===== config.mk =====
export PLATFORM = sky130hd
export DESIGN_NAME = cache_mem_arbiter
export DESIGN_NICKNAME = d
export VERILOG_FILES = /design/src/rtl/cache_mem_arbiter.sv
export SDC_FILE = /design/constraint.sdc
export NUM_CORES = 1
export LEC_CHECK = 0
export CAP_MARGIN = 20
export CORE_AREA = 3 3 103 105
export CTS_CLUSTER_SIZE = 30
export DETAILED_ROUTE_END_ITERATION = 10
export DIE_AREA = 0 0 106 108
export PLACE_DENSITY = 0.62
export SLEW_MARGIN = 20
export SYNTH_ARGS = -nofsm -noshare
export SYNTH_HDL_FRONTEND = slang
export SYNTH_SLANG_ARGS = --single-unit

===== constraint.sdc =====
create_clock -name CLK -period 2 [get_ports CLK]
set_clock_uncertainty 0.1 [all_clocks]
set_input_delay 0.4 -clock CLK [delete_from_list [all_inputs] [get_ports CLK]]
set_output_delay 0.4 -clock CLK [all_outputs]
set_load 0.1 [all_outputs]

===== src/rtl/cache_mem_arbiter.sv =====
// ---------------------------------------------------------------------------
// cache_mem_arbiter
//
// Purpose:
//   Sits between the icache/dcache request ports and a single-ported RAM bus.
//   Only one request is in flight at a time. The dcache wins arbitration by
//   default. A starvation counter forces an instruction fetch through after
//   STARVE_LIMIT consecutive dcache completions that happened while an
//   instruction fetch was waiting. The wait line of the granted port drops
//   in the same cycle the RAM reports ACCESS. On a read, the RAM data is
//   passed straight through to the granted port in that cycle.
//
// Parameters:
//   WORD_W        data width (iload/dload/dstore/ramstore/ramload)
//   ADDR_W        address width (iaddr/daddr/ramaddr)
//   STARVE_LIMIT  dcache completions tolerated while iREN waits
//
// Ports:
//   CLK          clock, rising edge
//   nRST         synchronous reset, active-low
//   iREN_i       icache read request
//   iaddr_i      icache address
//   iwait_o      0 = icache request completes this cycle
//   iload_o      instruction word to icache (valid when iwait_o=0)
//   dREN_i       dcache read request
//   dWEN_i       dcache write request (wins over dREN_i when both are high)
//   daddr_i      dcache address
//   dstore_i     dcache write data
//   dwait_o      0 = dcache request completes this cycle
//   dload_o      data word to dcache (valid when dwait_o=0)
//   ramREN_o     RAM read enable
//   ramWEN_o     RAM write enable
//   ramaddr_o    RAM address
//   ramstore_o   RAM write data
//   ramload_i    RAM read data
//   ramstate_i   RAM status: 0 FREE, 1 BUSY, 2 ACCESS, 3 ERROR
// ---------------------------------------------------------------------------
module cache_mem_arbiter #(
  parameter int WORD_W       = 32,
  parameter int ADDR_W       = 32,
  parameter int STARVE_LIMIT = 4
) (
  input  logic              CLK,
  input  logic              nRST,
  // icache side
  input  logic              iREN_i,
  input  logic [ADDR_W-1:0] iaddr_i,
  output logic              iwait_o,
  output logic [WORD_W-1:0] iload_o,
  // dcache side
  input  logic              dREN_i,
  input  logic              dWEN_i,
  input  logic [ADDR_W-1:0] daddr_i,
  input  logic [WORD_W-1:0] dstore_i,
  output logic              dwait_o,
  output logic [WORD_W-1:0] dload_o,
  // RAM side
  output logic              ramREN_o,
  output logic              ramWEN_o,
  output logic [ADDR_W-1:0] ramaddr_o,
  output logic [WORD_W-1:0] ramstore_o,
  input  logic [WORD_W-1:0] ramload_i,
  input  logic [1:0]        ramstate_i
);

  // The counter must be able to hold STARVE_LIMIT itself, and it is always
  // at least one bit wide.
  localparam int CNT_W = (STARVE_LIMIT > 0) ? $clog2(STARVE_LIMIT + 1) : 1;
  localparam logic [CNT_W-1:0] LIMIT = CNT_W'(STARVE_LIMIT);

  localparam logic [1:0] RAM_ACCESS = 2'd2;
  localparam logic [1:0] RAM_ERROR  = 2'd3;

  typedef enum logic [1:0] {
    IDLE   = 2'd0,
    ISERVE = 2'd1,
    DSERVE = 2'd2
  } state_t;

  state_t           state_q, state_d;
  logic [CNT_W-1:0] starve_cnt_q, starve_cnt_d;

  // Request and status decode shared by the next-state and output logic.
  logic d_req;
  logic i_force;
  logic ram_access;
  logic ram_error;
  logic d_done;
  logic i_done;

  assign d_req      = dREN_i | dWEN_i;
  assign i_force    = iREN_i && (starve_cnt_q == LIMIT);
  assign ram_access = (ramstate_i == RAM_ACCESS);
  assign ram_error  = (ramstate_i == RAM_ERROR);

  // A completion requires the granted requester to still be asking. If the
  // request was dropped in the same cycle, this is an abort and not a
  // completion, even when the RAM reports ACCESS.
  assign d_done = (state_q == DSERVE) && d_req  && ram_access;
  assign i_done = (state_q == ISERVE) && iREN_i && ram_access;

  // -------------------------------------------------------------------------
  // State register
  // -------------------------------------------------------------------------
  always_ff @(posedge CLK) begin
    if (!nRST) begin
      state_q      <= IDLE;
      starve_cnt_q <= '0;
    end else begin
      state_q      <= state_d;
      starve_cnt_q <= starve_cnt_d;
    end
  end

  // -------------------------------------------------------------------------
  // Next-state logic
  // -------------------------------------------------------------------------
  always_comb begin
    state_d      = state_q;
    starve_cnt_d = starve_cnt_q;

    case (state_q)
      IDLE: begin
        if (d_req && !i_force) begin
          state_d = DSERVE;
        end else if (iREN_i) begin
          state_d = ISERVE;
        end
      end

      DSERVE: begin
        // Leave on abort, completion or error. FREE/BUSY holds the grant.
        // After an error the request re-arbitrates from IDLE.
        if (!d_req || ram_access || ram_error) begin
          state_d = IDLE;
        end
      end

      ISERVE: begin
        if (!iREN_i || ram_access || ram_error) begin
          state_d = IDLE;
        end
      end

      default: state_d = IDLE;
    endcase

    // The counter only moves on completions. Aborts and errors leave it alone.
    if (d_done) begin
      if (iREN_i) begin
        starve_cnt_d = (starve_cnt_q == LIMIT) ? LIMIT : starve_cnt_q + 1'b1;
      end else begin
        starve_cnt_d = '0;
      end
    end else if (i_done) begin
      starve_cnt_d = '0;
    end
  end

  // -------------------------------------------------------------------------
  // Output logic
  // -------------------------------------------------------------------------
  always_comb begin
    ramREN_o   = 1'b0;
    ramWEN_o   = 1'b0;
    ramaddr_o  = '0;
    ramstore_o = '0;
    iwait_o    = 1'b1;
    dwait_o    = 1'b1;
    iload_o    = '0;
    dload_o    = '0;

    case (state_q)
      DSERVE: begin
        ramaddr_o  = daddr_i;
        ramstore_o = dstore_i;
        // The enables follow the live request, so an abort drops them in the
        // same cycle. A simultaneous read+write is issued as a write only.
        ramWEN_o   = dWEN_i;
        ramREN_o   = dREN_i & ~dWEN_i;
        dwait_o    = ~d_done;
        if (d_done) begin
          dload_o = ramload_i;
        end
      end

      ISERVE: begin
        ramaddr_o = iaddr_i;
        ramREN_o  = iREN_i;
        iwait_o   = ~i_done;
        if (i_done) begin
          iload_o = ramload_i;
        end
      end

      default: begin
        // IDLE: the bus is quiet and both caches wait.
      end
    endcase
  end

endmodule


## Word level (Yosys, flattened, before mapping)

Cells that the tools add are included.

- Register bits after elaboration: 5
- Input port bits: 135
- Output and inout bits: 132

- $add $sub $neg: 1
- Equality and inequality tests: 8
- Mux-type cells: 19
- Bitwise logic cells: 5
- Reductions and logical operators: 16

Operators with widths:

| cell | count |
|---|---|
| $mux 32 | 5 |
| $pmux 32 s2 | 1 |
| $mux 3 | 4 |
| $mux 2 | 4 |
| $eq 2x2->1 const B | 3 |
| $logic_and 1x1->1 | 6 |
| $pmux 2 s3 | 1 |
| $logic_or 1x1->1 | 4 |
| $ne 2x1->1 const B | 2 |
| $add 3x1->3 const B | 1 |
| $eq 3x3->1 const B | 1 |
| $logic_not 1->1 | 3 |
| $mux 1 | 3 |
| $ne 3x3->1 const B | 1 |
| $not 1->1 | 3 |
| $reduce_and 3->1 | 1 |
| $eq 2x1->1 const B | 1 |
| $logic_not 2->1 | 1 |
| $pmux 1 s2 | 1 |
| $reduce_bool 2->1 | 1 |
| $and 1x1->1 | 1 |
| $or 1x1->1 | 1 |

## Depth between registers and ports, before layout

Gate-level depths: netlist (run 1).

- Word-level depth: 6
- Mapped depth: 7
- Mapped depth without buffers: 6

## Least setup slack after synthesis (run 1)

No wires, ideal clock.

- Kind: register -> output
- From: register state_q[0]
- To: output ramaddr_o[1]
- Data arrival time: 2308 ps
- Data required time: 1500 ps
- Setup slack: -808 ps
- Cell stages (with the launch flop): 6
- Buffers on the path: 1
- Path through: dfxtp_1 inv_1 ha_1 clkbuf_1 a22oi_1 nor2b_1

- Word-level cells in the longest chain between the ends: 2
- Elaborated cells between the ends (all ways): 3

Ends and longest elaborated chain:

| what | line | RTL |
|---|---|---|
| from (decl) | 80 | `state_t state_q, state_d;` |
| from (signal assigned) | 110 | `state_q <= state_d;` |
| $eq 2x1->1 / $eq 2x2->1 (equally long branches) | 173 | `case (state_q)` |
| $pmux 32 s2 * | 173 |  |
| to (decl) | 60 | `output logic [ADDR_W-1:0] ramaddr_o,` |

Mark *: on every way between the ends. The rest lies on a longest branch, timed or not.

## Worst setup path in the final report (run 1)

- From: register state_q[0]
- To: output dload_o[13]

- Word-level cells in the longest chain between the ends: 5

Ends and longest elaborated chain:

| what | line | RTL |
|---|---|---|
| $eq 2x2->1 * | 99, 173 |  |
| $logic_and 1x1->1 (2 in series) | 99 | `assign d_done = (state_q == DSERVE) && d_req && ram_access;` |
| $mux 32 | 182 | `if (d_done) begin` |
| $mux 32 * | 173 |  |
| to (decl) | 56 | `output logic [WORD_W-1:0] dload_o,` |

Marks and branches as above.

==> results of run 1 <==
-- logic make-up (layout without fill, tap and decap cells) --
| kind of cell | after synthesis | in the layout | share of synthesized area |
|---|---|---|---|
| AND/OR/NAND/NOR | 149 | 149 | 0.6012 |
| AO/OA/AOI/OAI | 41 | 41 | 0.1998 |
| buffers and inverters | 26 | 321 | 0.07945 |
| adder cells (fa/ha/maj) | 5 | 5 | 0.04095 |
| flip-flops | 5 | 5 | 0.06552 |
| multiplexers | 2 | 2 | 0.01310 |
-- report_power, final --
group	total, mW	switching (mW)	internal (mW)
Sequential	0.114	0.00767	0.107
Combinational	2.62	1.40	1.22
Clock	0.183	0.0467	0.137
-- state kept, by name, summed over array words and instances, names as in the netlist --
name,flops
starve_cnt_q,3
state_q,2
-- area by class of cell --
cell class              instances  area [sq um]  area share
inverters                       6         32.53    0.004626
flip-flops and latches          5         105.1     0.01495
clock buffers                   4         45.04    0.006406
multi-input cells             197          2017      0.2868
repair buffers                311          4666      0.6635
well taps                     133         166.4     0.02367
-- worst min path at each step --
stage / slack (ns) / to / from / cells after the start
3_3_place_gp: 0.36 / starve_cnt_q[1]$_SDFFE_PN0P_ / starve_cnt_q[1]$_SDFFE_PN0P_ / 2
6_report: 0.42 / starve_cnt_q[1]$_SDFFE_PN0P_ / starve_cnt_q[1]$_SDFFE_PN0P_ / 2
4_1_cts: 0.42 / starve_cnt_q[1]$_SDFFE_PN0P_ / starve_cnt_q[1]$_SDFFE_PN0P_ / 2
2_1_floorplan: 0.35 / starve_cnt_q[1]$_SDFFE_PN0P_ / starve_cnt_q[1]$_SDFFE_PN0P_ / 2
5_1_grt: 0.43 / starve_cnt_q[2]$_SDFFE_PN0P_ / starve_cnt_q[2]$_SDFFE_PN0P_ / 2
3_5_place_dp: 0.39 / state_q[0]$_SDFFE_PN0P_ / state_q[0]$_SDFFE_PN0P_ / 2
-- what timing repair did --
item / 4_1_cts / 5_1_grt
pin swaps: 36 / 11
endpoints found under the setup margin: 131 / 129
gates cloned: 10 / 7
hold buffers: 0 / 0
setup buffers: 16 / 2
gates resized for setup: 153 / 46
-- tightest hold or removal path: stages, from the launching register on --
cell,delay [ns]
sky130_fd_sc_hd__dfxtp_1,0.33
sky130_fd_sc_hd__nand3_1,0.07
sky130_fd_sc_hd__nand2_1,0.06
-- Yosys cell counts (2+ instances only) --
| library cell | n |
|---|---|
| sky130_fd_sc_hd__a22oi_1 | 32 |
| sky130_fd_sc_hd__and2_1 | 98 |
| sky130_fd_sc_hd__buf_2 | 8 |
| sky130_fd_sc_hd__buf_4 | 3 |
| sky130_fd_sc_hd__clkbuf_1 | 7 |
| sky130_fd_sc_hd__clkbuf_2 | 2 |
| sky130_fd_sc_hd__dfxtp_1 | 5 |
| sky130_fd_sc_hd__ha_1 | 5 |
| sky130_fd_sc_hd__inv_1 | 6 |
| sky130_fd_sc_hd__mux2i_1 | 2 |
| sky130_fd_sc_hd__nand2_1 | 7 |
| sky130_fd_sc_hd__nand3_1 | 3 |
| sky130_fd_sc_hd__nand3b_1 | 2 |
| sky130_fd_sc_hd__nor2b_1 | 33 |
| sky130_fd_sc_hd__o21ai_0 | 2 |
-- metal layers --
metal,vias up,track usage,share of wire,wire length [um]
met2,174,0.4103,0.56,6895
met3,12,0.05552,0.095,1169
li1,1348,-,-,-
met5,-,0,0,0
met1,1311,0.1780,0.33,4026
met4,0,0.03423,0.017,206
==> results by stage, run 1 <==
Run status:
- The flow ran to the end, but the final reports show violations.
- The final reports fail on negative setup slack.

Synthesis:
- Counting flops with a built-in enable in the synthesized netlist gives 0.
- The synthesized netlist contains 28 unique library cells.
- By area the synthesized netlist is led by sky130_fd_sc_hd__and2_1 (40%), sky130_fd_sc_hd__a22oi_1 (16%), sky130_fd_sc_hd__nor2b_1 (14%), sky130_fd_sc_hd__dfxtp_1 (6.6%), sky130_fd_sc_hd__ha_1 (4.1%).
- The sequential area share after synthesis is 0.06552.
- Dividing the synthesized area by the synthesized cell count gives between 6 and 7 sq um.
- In the synthesized netlist the dominant register cell turns out to be sky130_fd_sc_hd__dfxtp_1.
- During synthesis, Yosys emitted a total of 0 warnings.
- After synthesis, the share of flip-flops with an asynchronous set or reset is 0.
- Synthesis produced a netlist with a net count of around 370.
- The number of synthesized register bits is 5.
- The cell count after synthesis is 228.
- The library cell with the largest summed area after synthesis is sky130_fd_sc_hd__and2_1.
- Of the post-synthesis cell area, the dominant cell type holds 0.4013.
- The cell area after synthesis is ~1500 sq um.

Pwr:
- The worst-case IR drop observed on VDD is slightly above 300 uV.
- The final total power is between 2 and 3 mW.
- Power spread over the standard cell area amounts to approximately 410 nW/um^2.
- The static leakage power is 2.730 nW.

Run:
- The total of max-cap violations is 0.

Timing:
- The clock period minus worst slack is between 2 and 2.5 ns.
- The normalized max-slew margin is 0.7599.
- The number of hold violations in the final report is 0.
- Setup violations remaining at the end of the flow were counted as 120.
- Setup slack on the critical path of the routed design comes to -0.09044 ns.
- The max-slew violation count was 0.
- Based on the critical path, the design can be clocked at up to 0.4784 GHz.
- The aggregate negative setup slack is -5.992 ns.
- The final cycle utilization of the critical path is 1.045.
- Setup repair after global routing could not meet its margin everywhere.
- The slew of the pin with the lowest slew margin is between 0.3 and 0.4 ns.
- On the final layout, the worst hold slack is between 0.4 and 0.5 ns.

Setup path:
- The critical path's top delay family is buffers and inverters.
- Tracing the worst setup path back leads to its startpoint at state_q[0]$_SDFFE_PN0P_.
- The setup path with the least slack is of type reg2out.
- The worst flop-to-flop path endpoint is starve_cnt_q[0]$_SDFFE_PN0P_.
- In this run the register-to-register setup slack is 0.16 ns.
- Walking the worst path, the cells encountered are inv_2, ha_4, o21ai_4, nor2_4, buf_6, buf_16, and2_4, buf_12.
- The worst-path cell with the longest stage delay is sky130_fd_sc_hd__dfxtp_2.
- The element type at the critical path end is an output port.
- The critical path contains buffers and inverters numbering 4 combined.
- The end point of the critical path is dload_o[13].
- For the worst setup path, the data arrival time is ~1.6 ns.
- The number of cells on the worst reg-to-reg path is 11.
- The worst setup path is launched from a flip-flop.
- The origin of the critical flop-to-flop path is state_q[0]$_SDFFE_PN0P_.
- At the worst endpoint, the required time is 1.50 ns.
- Along the worst path, the maximum fanout reaches 8.
- Counting buffers and inverters, the worst setup path is 8 cells deep.
- The delay of the slowest cell on the worst path is 0.32 ns.

Floorplanning:
- The floorplan step set the die height to 108 um.
- The die covers between 10000 and 15000 sq um.
- The die is ~110 um wide.
- The placeable core area is 9729 sq um.
- The floorplan has 36 rows.
- The initial core utilization is 0.1570.
- In this run the count of I/O pins placed on the die edge is ~270.

Layout:
- The leading cell type in the layout, fill and taps excluded is sky130_fd_sc_hd__buf_12.
- The net count of the finished layout is 664.
- The final design area excluding fillers is 7032 sq um.
- The finished layout holds about 660 standard cells, fillers aside.
- Fill cells in the final layout number 670.
- The fraction of final layout cells sized beyond drive strength 1 is 0.6883.
- The final cell utilization of the core is 0.7227.
- From synthesis to final layout, the design area changed by 360.3%.
- The top cell types in the final layout, fill and taps aside, are sky130_fd_sc_hd__buf_12 (140), sky130_fd_sc_hd__clkdlybuf4s50_1 (129), sky130_fd_sc_hd__and2_4 (87).
- The repair_antennas step left the layout with diodes totalling 0.

Placed design:
- The total cell area at the placement stage is 6015 sq um.
- Timing analysis after detailed placement gives a worst setup slack of -0.2511 ns.
- The wire-length estimate of the detail-placed layout is between 9000 and 10000 um.
- Counting tap cells, the placed design contains a total of between 600 and 700 instances.
- The number of input and output port buffers inserted is around 270.
- The weighted congestion reported at the end of routability-driven placement is a little under 0.8.

Routing:
- For this block, the initial DRC count from the detailed router was 100.
- In the routed design, unresolved DRC markers number 0.
- The number of detailed-route iterations in the first pass is 4.
- The final routed wire length divided by cell count is between 15 and 20 um.
- In the routed layout, each cell is associated on average with a via count of 4.337.
- The routed wire length is approximately 12000 um.
- Summing over every cut layer, the via total after detailed routing is 2845.
- The final antenna-violating net count is 0.

Clock tree:
- The TritonCTS buffer count is 3.
- After clock tree synthesis, the clock-pin slew on the worst setup and hold paths is 0.04 ns.
- The clock drives 5 sinks.
- The cell at the root of the clock tree is sky130_fd_sc_hd__clkbuf_8.
- CTS built an H-tree with a depth of 1.
- The maximum root-to-sink buffer count is 2.
- The clock reaches the later pin of the worst-skew pair after 0.22 ns.
- The TritonCTS clock tree is built.

Global routing:
- The first global-routing pass estimated between 15000 and 20000 um of wire.
- The pin count of the biggest net entering global routing is 31.
- The remaining global-route overflow is 0.
- The number of antenna violations at the first check in global routing is 0.
- In the global route stage, overall resource usage came out at 0.1918.
- The via count of the first global-routing pass is between 3k and 4k.

Hold path:
- The min-delay analysis places its worst path in the category reg2reg.
Note: power is estimated with default switching activity, not from simulation.
==> inputs of run 2 (changes only) <==
--- a/config.mk
+++ b/config.mk
@@ -6,11 +6,13 @@
 export NUM_CORES = 1
 export LEC_CHECK = 0
 export CAP_MARGIN = 20
-export CORE_AREA = 3 3 103 105
+export CELL_PAD_IN_SITES_DETAIL_PLACEMENT = 1
+export CELL_PAD_IN_SITES_GLOBAL_PLACEMENT = 1
+export CORE_MARGIN = 3
+export CORE_UTILIZATION = 12
 export CTS_CLUSTER_SIZE = 30
 export DETAILED_ROUTE_END_ITERATION = 10
-export DIE_AREA = 0 0 106 108
-export PLACE_DENSITY = 0.62
+export PLACE_DENSITY = 0.82
 export SLEW_MARGIN = 20
 export SYNTH_ARGS = -nofsm -noshare
 export SYNTH_HDL_FRONTEND = slang
==> run 2 against run 1 <==
- the run still ends with negative setup slack left
- critical path depth unchanged
- global-route usage increased by 1.9 points
- register-to-register slack improved by 0.17 ns
- sequential power about the same
- core utilization decreased by 14 points
- power increased by 4.0%
- cell area increased by 0.60%
- worst setup slack got worse by 0.099 ns
- combinational power about the same
- wire length increased by 30%
- critical endpoint is now dload_o[31]
- largest cell class unchanged
==> results by stage, run 2 (synthesis results as in run 1) <==
Run status:
- Run status: finished, violations left (unchanged).
- Violations in the final reports: negative setup slack (unchanged).

Routing:
- The routed wire length is 16000 um (was 12300 um).
- The number of vias per cell came to 4.317 (was 4.337).
- The final antenna-violating net count is 0 (unchanged).
- The initial detailed-routing violation count is 71 (was 100).
- The via total after detailed routing was 2966 (was 2845).
- The number of DRC violations after detailed routing is 0 (unchanged).
- The number of detailed-route iterations in the first pass is 4 (unchanged).
- The final routed wire length divided by cell count is 23.29 um (was 18.75 um).

Setup path:
- The worst setup slack for register-to-register paths is 0.33 ns (was 0.16 ns).
- The kind of start point of the critical path was a flip-flop (unchanged).
- The worst flop-to-flop path endpoint was state_q[1]$_SDFFE_PN0P_ (was starve_cnt_q[0]$_SDFFE_PN0P_).
- The top fanout value on the critical path is 8 (unchanged).
- The origin of the critical flop-to-flop path is state_q[0]$_SDFFE_PN0P_ (unchanged).
- The critical path data required time is 1.50 ns (about the same).
- The element type at the critical path end is an output port (unchanged).
- The data arrival at the endpoint of the critical path is 1.69 ns (was 1.59 ns).
- The category of the critical setup timing path is reg2out (unchanged).
- The number of cells on the worst reg-to-reg path is 7 (was 11).
- The start point of the critical path is state_q[0]$_SDFFE_PN0P_ (unchanged).

Layout:
- The final layout net count came to 659 (was 664).
- The flip-flop count of the largest register, all copies and words added is 3 (unchanged).
- The synthesis-to-finish area growth is 363.1% (was 360.3%).
- The largest register by flop count is starve_cnt_q (unchanged).
- The final design area excluding fillers is 7074 sq um (was 7032 sq um).
- The post-layout instance count excluding filler cells is 687 (was 656).
- Top flop regs: starve_cnt_q (3), state_q (2) (unchanged).
- The fraction of final layout cells sized beyond drive strength 1 is 0.6795 (was 0.6883).
- Commonest cells after routing, fill and taps aside: sky130_fd_sc_hd__buf_12 (140), sky130_fd_sc_hd__clkdlybuf4s50_1 (129), sky130_fd_sc_hd__and2_4 (96) (was sky130_fd_sc_hd__buf_12 (140), sky130_fd_sc_hd__clkdlybuf4s50_1 (129), sky130_fd_sc_hd__and2_4 (87)).
- The leading cell type in the layout, fill and taps excluded is sky130_fd_sc_hd__buf_12 (unchanged).

Floorplanning:
- The initial core utilization is 0.1251 (was 0.1570).
- The die outline height came to 118.8 um (was 108 um).
- The count of standard-cell rows was 40 (was 36).
- The die area is 14120 sq um (was 11450 sq um).
- The I/O pin count came to 267 (unchanged).
- The horizontal die dimension came to 118.8 um (was 106 um).
- The placeable core area is 12210 sq um (was 9729 sq um).

Hold path:
- The instance count along the most critical hold path came to 2 (unchanged).
- The sink of the worst hold path is starve_cnt_q[1]$_SDFFE_PN0P_ (unchanged).
- The hold path startpoint is starve_cnt_q[1]$_SDFFE_PN0P_ (unchanged).
- The worst hold-check path type is reg2reg (unchanged).

Global routing:
- The first-pass GRT wire length came to 22910 um (was 17190 um).
- The number of antenna violations at the first check in global routing was 1 (was 0).
- The global-route total usage across every layer came to 0.2108 (was 0.1918).
- The pin count of the biggest net entering global routing is 34 (was 31).
- The remaining global-route overflow is 0 (unchanged).
- The via count of the first global-routing pass came to 3468 (was 3117).

Timing:
- The clock period minus worst slack is 2.189 ns (was 2.090 ns).
- The normalized max-slew margin is 0.7754 (was 0.7599).
- The slew of the pin with the lowest slew margin was 0.3369 ns (was 0.3602 ns).
- The setup violation total in the final timing report was 114 (was 120).
- The final cycle utilization of the critical path is 1.095 (was 1.045).
- The max-slew violation count came to 0 (unchanged).
- The post-layout worst setup margin is -0.1893 ns (was -0.09044 ns).
- Unrepaired setup endpoints after global routing: yes (unchanged).
- The number of hold violations in the final report came to 0 (unchanged).
- The highest clock frequency the design can meet was 0.4568 GHz (was 0.4784 GHz).

Clock tree:
- The maximum root-to-sink buffer count is 2 (unchanged).
- The TritonCTS clock tree is built (unchanged).
- The clock-pin slew on the worst setup and hold paths is 0.03 ns (was 0.04 ns).
- The TritonCTS buffer count was 3 (unchanged).
- The number of hold buffers added after cts is 0 (unchanged).
- The number of clock sinks seen by CTS was 5 (unchanged).
- The deepest level of the CTS H-tree is 1 (unchanged).
- The clock latency on the worst-skew pair came to 0.23 ns (was 0.22 ns).
- The cell at the root of the clock tree was sky130_fd_sc_hd__clkbuf_16 (was sky130_fd_sc_hd__clkbuf_8).

Placed design:
- The total cell area at the placement stage came to 6056 sq um (was 6015 sq um).
- The number of input and output port buffers inserted is 266 (unchanged).
- The post-placement cell count is 655 (was 622).
- The setup slack after placement is -0.2953 ns (was -0.2511 ns).
- The weighted congestion reported at the end of routability-driven placement is 0.7937 (was 0.7951).
- The half-perimeter wire length of the detailed placement result was 10400 um (was 9164 um).

Pwr:
- The power density over the cells is 429.0 nW/um^2 (was 415.0 nW/um^2).
- The worst-case vdd ir drop is 253.4 uV (was 311.2 uV).
- The static leakage power is 2.732 nW (was 2.730 nW).

Run:
- The total of max-cap violations is 0 (unchanged).
[run 2: cell types whose count changed in the layout (fill, tap and decap cells not counted), sizes merged]
cell           change
dlygate4sd2        +4
diode              +1
buf                -6
clkdlybuf4s15      -3
[run 2: critical path: stages, from the launching register on]
cell	delay, ns
sky130_fd_sc_hd__dfxtp_4	0.35
sky130_fd_sc_hd__inv_4	0.06
sky130_fd_sc_hd__ha_4	0.16
sky130_fd_sc_hd__o21ai_4	0.08
sky130_fd_sc_hd__nor2_4	0.17
sky130_fd_sc_hd__buf_6	0.16
sky130_fd_sc_hd__buf_16	0.14
sky130_fd_sc_hd__and2_4	0.16
sky130_fd_sc_hd__buf_12	0.17
[run 2: report_power, final]
| group | internal [mW] | total [mW] | switching [mW] | leakage (nW) |
|---|---|---|---|---|
| logic | 1.17 | 2.59 | 1.42 | 2.65 |
| clock network | 0.264 | 0.330 | 0.0658 | 0.0382 |
| registers | 0.106 | 0.115 | 0.00883 | 0.0420 |
| total | 1.54 | 3.04 | 1.50 | 2.73 |
[run 2: layer usage]
| metal | global-route usage | wire length (um) |
|---|---|---|
| met4 | 0.04996 | 265 |
| met3 | 0.06220 | 1299 |
| met5 | 0 | 0 |
| met1 | 0.2145 | 5459 |
| met2 | 0.4167 | 8976 |
[run 2: cell type report]
type	count	area [sq um]
repair buffers	306	4672
diodes	1	2.502
multi-input cells	197	1968
clock buffers	4	78.83
fillers	1181	5137
well taps	168	210.2
inverters	6	35.03
flip-flops and latches	5	107.6
[run 2: how the worst max path moves through the flow]
stage / endpoint / slack [ns] / cells past startpoint
after floorplan: ramaddr_o[10] / -0.28 / 4
after global placement: iload_o[0] / -0.27 / 6
after detailed placement: iload_o[0] / -0.30 / 6
after CTS: dload_o[11] / -0.20 / 8
after global routing: dload_o[31] / -0.24 / 8
final: dload_o[31] / -0.19 / 8
[run 2: through the flow]
stage / power [mW] / hold WS (ns) / utilization / TNS (ns)
global placement: 2.248 / 0.3606 / 0.4959 / -14.87
floorplan: 1.345 / 0.3506 / - / -6.336
CTS: 2.857 / 0.4090 / 0.5571 / -13.59
global route: 3.139 / 0.4280 / 0.5793 / -16.80
detailed placement: 2.295 / 0.4048 / 0.4959 / -17.33
finish: 3.035 / 0.4006 / 0.5793 / -10.98
[run 2: repair_timing]
item / 4_1_cts / 5_1_grt
setup buffers: 11 / 8
gates resized for setup: 118 / 71
pin swaps: 33 / 10
cloned: 11 / 6
setup endpoints to repair: 130 / 128
